[config.mk]
export PLATFORM = sky130hd
export DESIGN_NAME = i2s_capture
export DESIGN_NICKNAME = d
export VERILOG_FILES = /design/src/rtl/i2s_capture.sv
export SDC_FILE = /design/constraint.sdc
export NUM_CORES = 1
export LEC_CHECK = 0
export BUFFER_PORTS_ARGS = -buffer_cell sky130_fd_sc_hd__buf_2
export CORE_MARGIN = 3
export CORE_UTILIZATION = 56
export CTS_CLUSTER_SIZE = 8
export DETAILED_ROUTE_END_ITERATION = 12
export GPL_TIMING_DRIVEN = 0
export PLACE_DENSITY = 0.78
export SYNTH_ARGS = -nofsm -noshare
export SYNTH_HDL_FRONTEND = slang
export SYNTH_SLANG_ARGS = --single-unit
[constraint.sdc]
create_clock -name ck -period 3.1 [get_ports ck]
set_input_delay 0.62 -clock ck [delete_from_list [all_inputs] [get_ports ck]]
set_output_delay 0.62 -clock ck [all_outputs]
set_load 0.01 [all_outputs]
[src/rtl/i2s_capture.sv]
`default_nettype none
// i2s_capture: I2S receiver that writes left/right samples to an audio RAM as {frame, chan} word pairs.
// Revision: 1.0

module i2s_capture #(
   parameter int WIDTH  = 16,
   parameter int ADDR_W = 8
) (
   input  logic              ck,
   input  logic              rst,
   input  logic              enable,
   input  logic              sck,
   input  logic              ws,
   input  logic              sd,
   output logic              wr_en,
   input  logic              wr_ready,
   output logic [ADDR_W-1:0] wr_addr,
   output logic [WIDTH-1:0]  wr_data,
   output logic              frame,
   output logic [ADDR_W-2:0] frame_ptr,
   output logic              overrun,
   input  logic              overrun_clr
);

   localparam int CNT_W = $clog2(WIDTH + 1);
   localparam int PW    = ADDR_W - 1;

   typedef enum logic [1:0] {
      S_IDLE      = 2'd0,
      S_WAIT_LEFT = 2'd1,
      S_CAPTURE   = 2'd2
   } state_t;

   state_t            r_state;
   logic              r_sck_s1, r_sck_s2, r_sck_d;
   logic              r_ws_s1, r_ws_s2;
   logic              r_sd_s1, r_sd_s2;
   logic              r_prev_ws;
   logic              r_chan;
   logic [CNT_W-1:0]  r_bitcnt;
   logic [WIDTH-1:0]  r_shift;
   logic [PW-1:0]     r_wptr;
   logic              r_wr_en;
   logic [ADDR_W-1:0] r_wr_addr;
   logic [WIDTH-1:0]  r_wr_data;
   logic              r_frame;
   logic [PW-1:0]     r_frame_ptr;
   logic              r_overrun;

   logic              w_rise;
   logic              w_ws_edge;
   logic [WIDTH-1:0]  w_word;
   logic              w_done;
   logic              w_xfer;
   logic              w_busy;
   logic              w_load;
   logic              w_drop;
   logic [PW-1:0]     w_wptr_nxt;

   assign w_rise    = r_sck_s2 & ~r_sck_d;
   assign w_ws_edge = (r_ws_s2 != r_prev_ws);
   assign w_word    = {r_shift[WIDTH-2:0], r_sd_s2};
   assign w_done    = (r_state == S_CAPTURE) && enable && w_rise && !w_ws_edge &&
                      (r_bitcnt == CNT_W'(WIDTH - 1));
   assign w_xfer    = r_wr_en & wr_ready;
   // The output register doubles as the one-deep pending slot; it frees up in its handshake cycle.
   assign w_busy    = r_wr_en & ~wr_ready;
   assign w_load    = w_done & ~w_busy;
   assign w_drop    = w_done & w_busy;
   assign w_wptr_nxt = r_wptr + PW'(w_xfer && r_wr_addr[0]);

   always_ff @(posedge ck or posedge rst) begin
      if (rst) begin
         r_state     <= S_IDLE;
         r_sck_s1    <= 1'b0;
         r_sck_s2    <= 1'b0;
         r_sck_d     <= 1'b0;
         r_ws_s1     <= 1'b0;
         r_ws_s2     <= 1'b0;
         r_sd_s1     <= 1'b0;
         r_sd_s2     <= 1'b0;
         r_prev_ws   <= 1'b0;
         r_chan      <= 1'b0;
         r_bitcnt    <= '0;
         r_shift     <= '0;
         r_wptr      <= '0;
         r_wr_en     <= 1'b0;
         r_wr_addr   <= '0;
         r_wr_data   <= '0;
         r_frame     <= 1'b0;
         r_frame_ptr <= '0;
         r_overrun   <= 1'b0;
      end else begin
         r_sck_s1 <= sck;
         r_sck_s2 <= r_sck_s1;
         r_sck_d  <= r_sck_s2;
         r_ws_s1  <= ws;
         r_ws_s2  <= r_ws_s1;
         r_sd_s1  <= sd;
         r_sd_s2  <= r_sd_s1;
         r_frame  <= 1'b0;

         if (w_rise) begin
            r_prev_ws <= r_ws_s2;
         end

         case (r_state)
            S_IDLE: begin
               r_bitcnt <= '0;
               if (enable) begin
                  r_state <= S_WAIT_LEFT;
               end
            end
            S_WAIT_LEFT: begin
               if (!enable) begin
                  r_state <= S_IDLE;
               end else if (w_rise && r_prev_ws && !r_ws_s2) begin
                  r_state  <= S_CAPTURE;
                  r_chan   <= 1'b0;
                  r_bitcnt <= '0;
               end
            end
            S_CAPTURE: begin
               if (!enable) begin
                  r_state  <= S_IDLE;
                  r_bitcnt <= '0;
               end else if (w_rise) begin
                  if (w_ws_edge) begin
                     // The bit under a ws change belongs to the previous word and is dropped.
                     r_bitcnt <= '0;
                     r_chan   <= r_ws_s2;
                  end else if (r_bitcnt != CNT_W'(WIDTH)) begin
                     r_shift  <= w_word;
                     r_bitcnt <= r_bitcnt + CNT_W'(1);
                  end
               end
            end
            default: r_state <= S_IDLE;
         endcase

         if (w_xfer) begin
            r_wr_en <= 1'b0;
            if (r_wr_addr[0]) begin
               r_frame     <= 1'b1;
               r_frame_ptr <= r_wptr;
               r_wptr      <= w_wptr_nxt;
            end
         end

         if (w_load) begin
            r_wr_en   <= 1'b1;
            r_wr_addr <= {w_wptr_nxt, r_chan};
            r_wr_data <= w_word;
         end

         if (w_drop) begin
            r_overrun <= 1'b1;
         end else if (overrun_clr) begin
            r_overrun <= 1'b0;
         end
      end
   end

   assign wr_en     = r_wr_en;
   assign wr_addr   = r_wr_addr;
   assign wr_data   = r_wr_data;
   assign frame     = r_frame;
   assign frame_ptr = r_frame_ptr;
   assign overrun   = r_overrun;

endmodule

`default_nettype wire

* Yosys cells after proc, flatten, opt, wreduce, memory -nomap -nowiden
Index checks and enable logic that the tools add are counted.
** Word-level totals
- Register bits after elaboration :: 72
- Input bits :: 8
- Word-level logic and storage cells :: 88
** Cells by class
- Add/sub/neg operators :: 2
- Reductions and logical operators :: 19
- Muxes and demuxes :: 24
- Equal/unequal tests :: 15
- Bitwise operators :: 9
** Operators with widths (number)
- $mux W5 :: 6
- $pmux W5 S3 :: 1
- $ne A2 B2 Y1 const B :: 7
- $mux W1 :: 11
- $reduce_and A5 Y1 :: 2
- $mux W2 :: 4
- $add A7 B1 Y7 :: 1
- $logic_and A1 B1 Y1 :: 7
- $ne A3 B3 Y1 const B :: 2
- $pmux W2 S3 :: 1
- $reduce_and A6 Y1 :: 1
- $reduce_bool A2 Y1 :: 3
- $add A5 B1 Y5 const B :: 1
- $and A1 B1 Y1 :: 5
- $eq A5 B4 Y1 const B :: 1
- $ne A5 B5 Y1 const B :: 1
- $ne A4 B3 Y1 const B :: 1
- $not A1 Y1 :: 4
- $reduce_and A3 Y1 :: 1
- $reduce_bool A3 Y1 :: 1
- $eq A2 B1 Y1 const B :: 1
- $eq A2 B2 Y1 const B :: 1
- $logic_not A1 Y1 :: 2
- $logic_not A2 Y1 :: 1
- 3 further kinds :: 3

* Depth between registers and ports, before layout
- Word-level depth :: 7
- Mapped depth :: 8
- Depth with buffers taken out :: 8

* Least setup slack after synthesis
No wires, ideal clock.
- Path kind :: input-to-reg
- Start :: input wr_ready
- End :: register r_wr_addr[7], in the netlist wr_addr[7]
- Data required time :: 2.975 ns
- Stages on the path :: 8
- Path slack :: 1.139 ns
- Library setup time :: 0.125 ns
- Arrival :: 1.835 ns
- Path buffers :: 0
- Cells stage by stage :: nand3_1 -> inv_1 -> ha_1 -> ha_1 -> nand3_1 -> nor2_1 -> xor2_1 -> mux2_4
** Between the ends
- Cells in the longest elaborated chain, start to end :: 4
- Elaborated cells on any way between the ends :: 7
** RTL lines
- start, declared :: RTL line 16 : input logic wr_ready,
- branches (longest 4 deep; another with $add A7 B1 Y7)
- end signal, assigned :: RTL line 152 : r_wr_addr <= {w_wptr_nxt, r_chan};
- end, declared :: RTL line 44 : logic [ADDR_W-1:0] r_wr_addr;
Several ways; the timed one is not identified.
A chain may end at the register's enable or synchronous reset.

* Final worst setup path
- Start :: register r_bitcnt[0]
- End :: register r_shift[0]
** Between the ends
- Cells in the longest elaborated chain, start to end :: 2
** RTL lines
- start, declared :: RTL line 40 : logic [CNT_W-1:0] r_bitcnt;
- start signal, assigned :: RTL line 134 : r_bitcnt <= r_bitcnt + CNT_W'(1);
- $ne A5 B5 Y1 :: RTL line 132 : end else if (r_bitcnt != CNT_W'(WIDTH)) begin
- $reduce_and A5 Y1 (no source line)
- end signal, assigned :: RTL line 133 : r_shift <= w_word;
- end, declared :: RTL line 41 : logic [WIDTH-1:0] r_shift;
No other way between the ends.

==> qor.csv <==
metric,value,unit
Root Buffer,clkbuf_8,
Synth Register Bits,72,
Startpoint Class,register,
# resized after CTS,0,
fraction of layout cells with a size suffix above 1,41.7,%
# hold bufs at CTS,0,
drt pass-1 iters,4,
critical path arrival,2.27,ns
gr usage total,17.8,%
Sum Neg Setup Slack,0,ns
area occupied by multi-input gates,1150,um2
Placeable Area,5170,um2
Yosys cell types,37,
Worst-Margin Slew,0.848,ns
row cnt,26,
initial antenna violation count,0,
I/O pins,42,
HP Class,register to register,
WS Path Type,register to register,
Final min period,2.04,ns
Mapped Cells,209,
initial core utilization,58.9,%
pre-CTS WS,0.833,ns
max_cap viols,0,
min setup slack post-route,1.06,ns
DRC viols,0,
post-route cell area,3560,um2
DP Wirelength,3.32,mm
Mapped Avg Cell Area,14.6,um2
CTS tree,yes,
Critical R2R Launch,r_bitcnt[0],
end of the critical path,r_shift[0],
CP max FO,10,
"setup slack, reg-to-reg",1.06,ns
"Setup Fix Bufs, Post-CTS",0,
vias per inst,5.20,
"most common cell after layout, fill and taps aside",dfrtp_1,
CP Launch Point,r_bitcnt[0],
die area,6360,um2
global-route wire length before repair,8.54,mm
routed wire length,5.00,mm
final RePlAce weighted congestion,0.774,
chip height,79.8,um
Final Skew,0.00898,ns
Worst Hold Slack,0.354,ns
sequential area share after synthesis,59.1,%
Final Hold Vio Count,0,
CTS buffer count,9,
vias in the first global route,1792,
Vias,1747,
PD cells,504,nW/um2
ant diodes,0,
Worst Hold Path Cells,0,
H-tree depth,3,
crit share post-route,65.7,%
clk slew on worst S/H paths,0.07,ns
FF+latch area,1800,um2
synthesized net count,222,
Slew headroom,43.5,%
grt ovf,0,
FF-to-FF End,r_shift[0],
area grow syn2layout,16.7,%
post-synth top area cell,dfrtp_1,
DRT iter0 DRCs,79,
status,"finished, final reports clean",
synth top area cells,"dfrtp_1, mux2_4, mux2_2, nand2_1, ha_1",
Syn Std Cell Area,3050,um2
R2R depth,6,
Fmax achieved,491,MHz
CTS max path bufs,2,
RSZ-0062 raised after global routing,false,
largest net degree at the start of global routing,73,
Post-layout nets,274,
Avg WL per Cell,14.9,um
Leakage,1.88,nW
total power,1.79,mW
clock sink total,72,
Skew-Pair Late Insertion Delay,0.35,ns
yosys warns,0,
CP endpoint kind,register,
Max VDD drop,354,uV
Die W,79.8,um
Placed Area,3340,um2
Fillers,375,
"Req. time, crit path",3.33,ns
antenna-violating nets left,0,
most frequent cells in the layout,"dfrtp_1, buf_2, mux2_2",
port bufs,41,
area share of the largest cell type after synthesis,59.1,%
fin. max-slew vios,0,
endpoints failing setup,0,
-- cells in the mapped netlist --
library cell  number
dfrtp_1           72
mux2_2            24
mux2_4            20
nand2_1           17
nand3_1            8
inv_1              7
xor2_1             7
ha_1               5
nor2_1             5
mux2_1             4
o21ai_0            4
xnor2_1            3
and2_1             2
and3_1             2
buf_12             2
buf_6              2
mux2i_1            2
nand2b_1           2
nand3b_1           2
nor3_1             2
a21oi_1            1
a22oi_1            1
a31oi_1            1
and4_4             1
and4bb_2           1
clkbuf_1           1
nand3b_4           1
nand4bb_1          1
nor2_2             1
nor2b_1            1
nor4_1             1
nor4b_4            1
o211ai_1           1
o22ai_1            1
o2bb2ai_1          1
or3_2              1
xor2_2             1
-- worst max-delay path, stage by stage (launching register included) --
cell and delay, ns:
dfrtp_1 0.41, inv_1 0.08, ha_1 0.19, nand4bb_1 0.11, nor4b_4 0.54, buf_6 0.24, mux2_2 0.35
-- how the worst min path moves through the flow --
stage,startpoint,to,slack [ns]
floorplan,r_sck_s1,r_sck_s2,0.33
global placement,r_ws_s1,r_ws_s2,0.33
detailed placement,r_sck_s1,r_sck_s2,0.34
CTS,r_sck_s1,r_sck_s2,0.36
global route,sck,r_sck_s1,0.36
finish,r_sck_s1,r_sck_s2,0.35
-- layer usage --
layer  GRT usage, %  up-vias  part of all wire, %
met5              0        -                    0
met4           8.61        0                  2.0
met3           5.08       12                  3.9
met2           28.5       31                   50
met1           22.2      876                   44
li1               -      828                    -
-- state kept, by name, summed over array words and instances (netlist names), 2 cells and up --
| signal | count |
|---|---|
| r_bitcnt | 5 |
| frame_ptr | 7 |
| wr_addr | 8 |
| r_shift | 15 |
| wr_data | 16 |
| r_state | 2 |
| r_wptr | 7 |
-- logic make-up after synthesis --
logic type      after synthesis  synth area share, %
xor+xnor                     11                 3.41
simple gates                 49                 9.52
flops                        72                 59.1
mux                          50                 20.9
fa+ha+maj                     5                 2.05
compound gates               10                 2.01
buf+inv                      12                 3.04
-- metrics by stage --
| stage | instances | utilization [%] |
|---|---|---|
| global route | 336 | 68.7 |
| detailed placement | 320 | 64.6 |
| global placement | 320 | 64.6 |
| finish | 336 | 68.7 |
| floorplan | 209 | - |
| CTS | 336 | 68.7 |
-- power by group --
part / internal (mW) / total [mW] / switching (mW)
Combinational: 0.0106 / 0.0404 / 0.0298
Sequential: 0.947 / 0.954 / 0.00743
Clock: 0.454 / 0.797 / 0.343
Total: 1.41 / 1.79 / 0.381
-- area by class of cell --
type / instances / area share (%)
Clock buffer: 11 / 3.69
Timing Repair Buffer: 41 / 5.77
Sequential cell: 72 / 50.7
Buffer: 5 / 1.86
Tap cell: 70 / 2.46
Clock inverter: 5 / 2.29
Inverter: 7 / 0.809
Multi-Input combinational cell: 125 / 32.4
(Power assumes the default switching activity.)
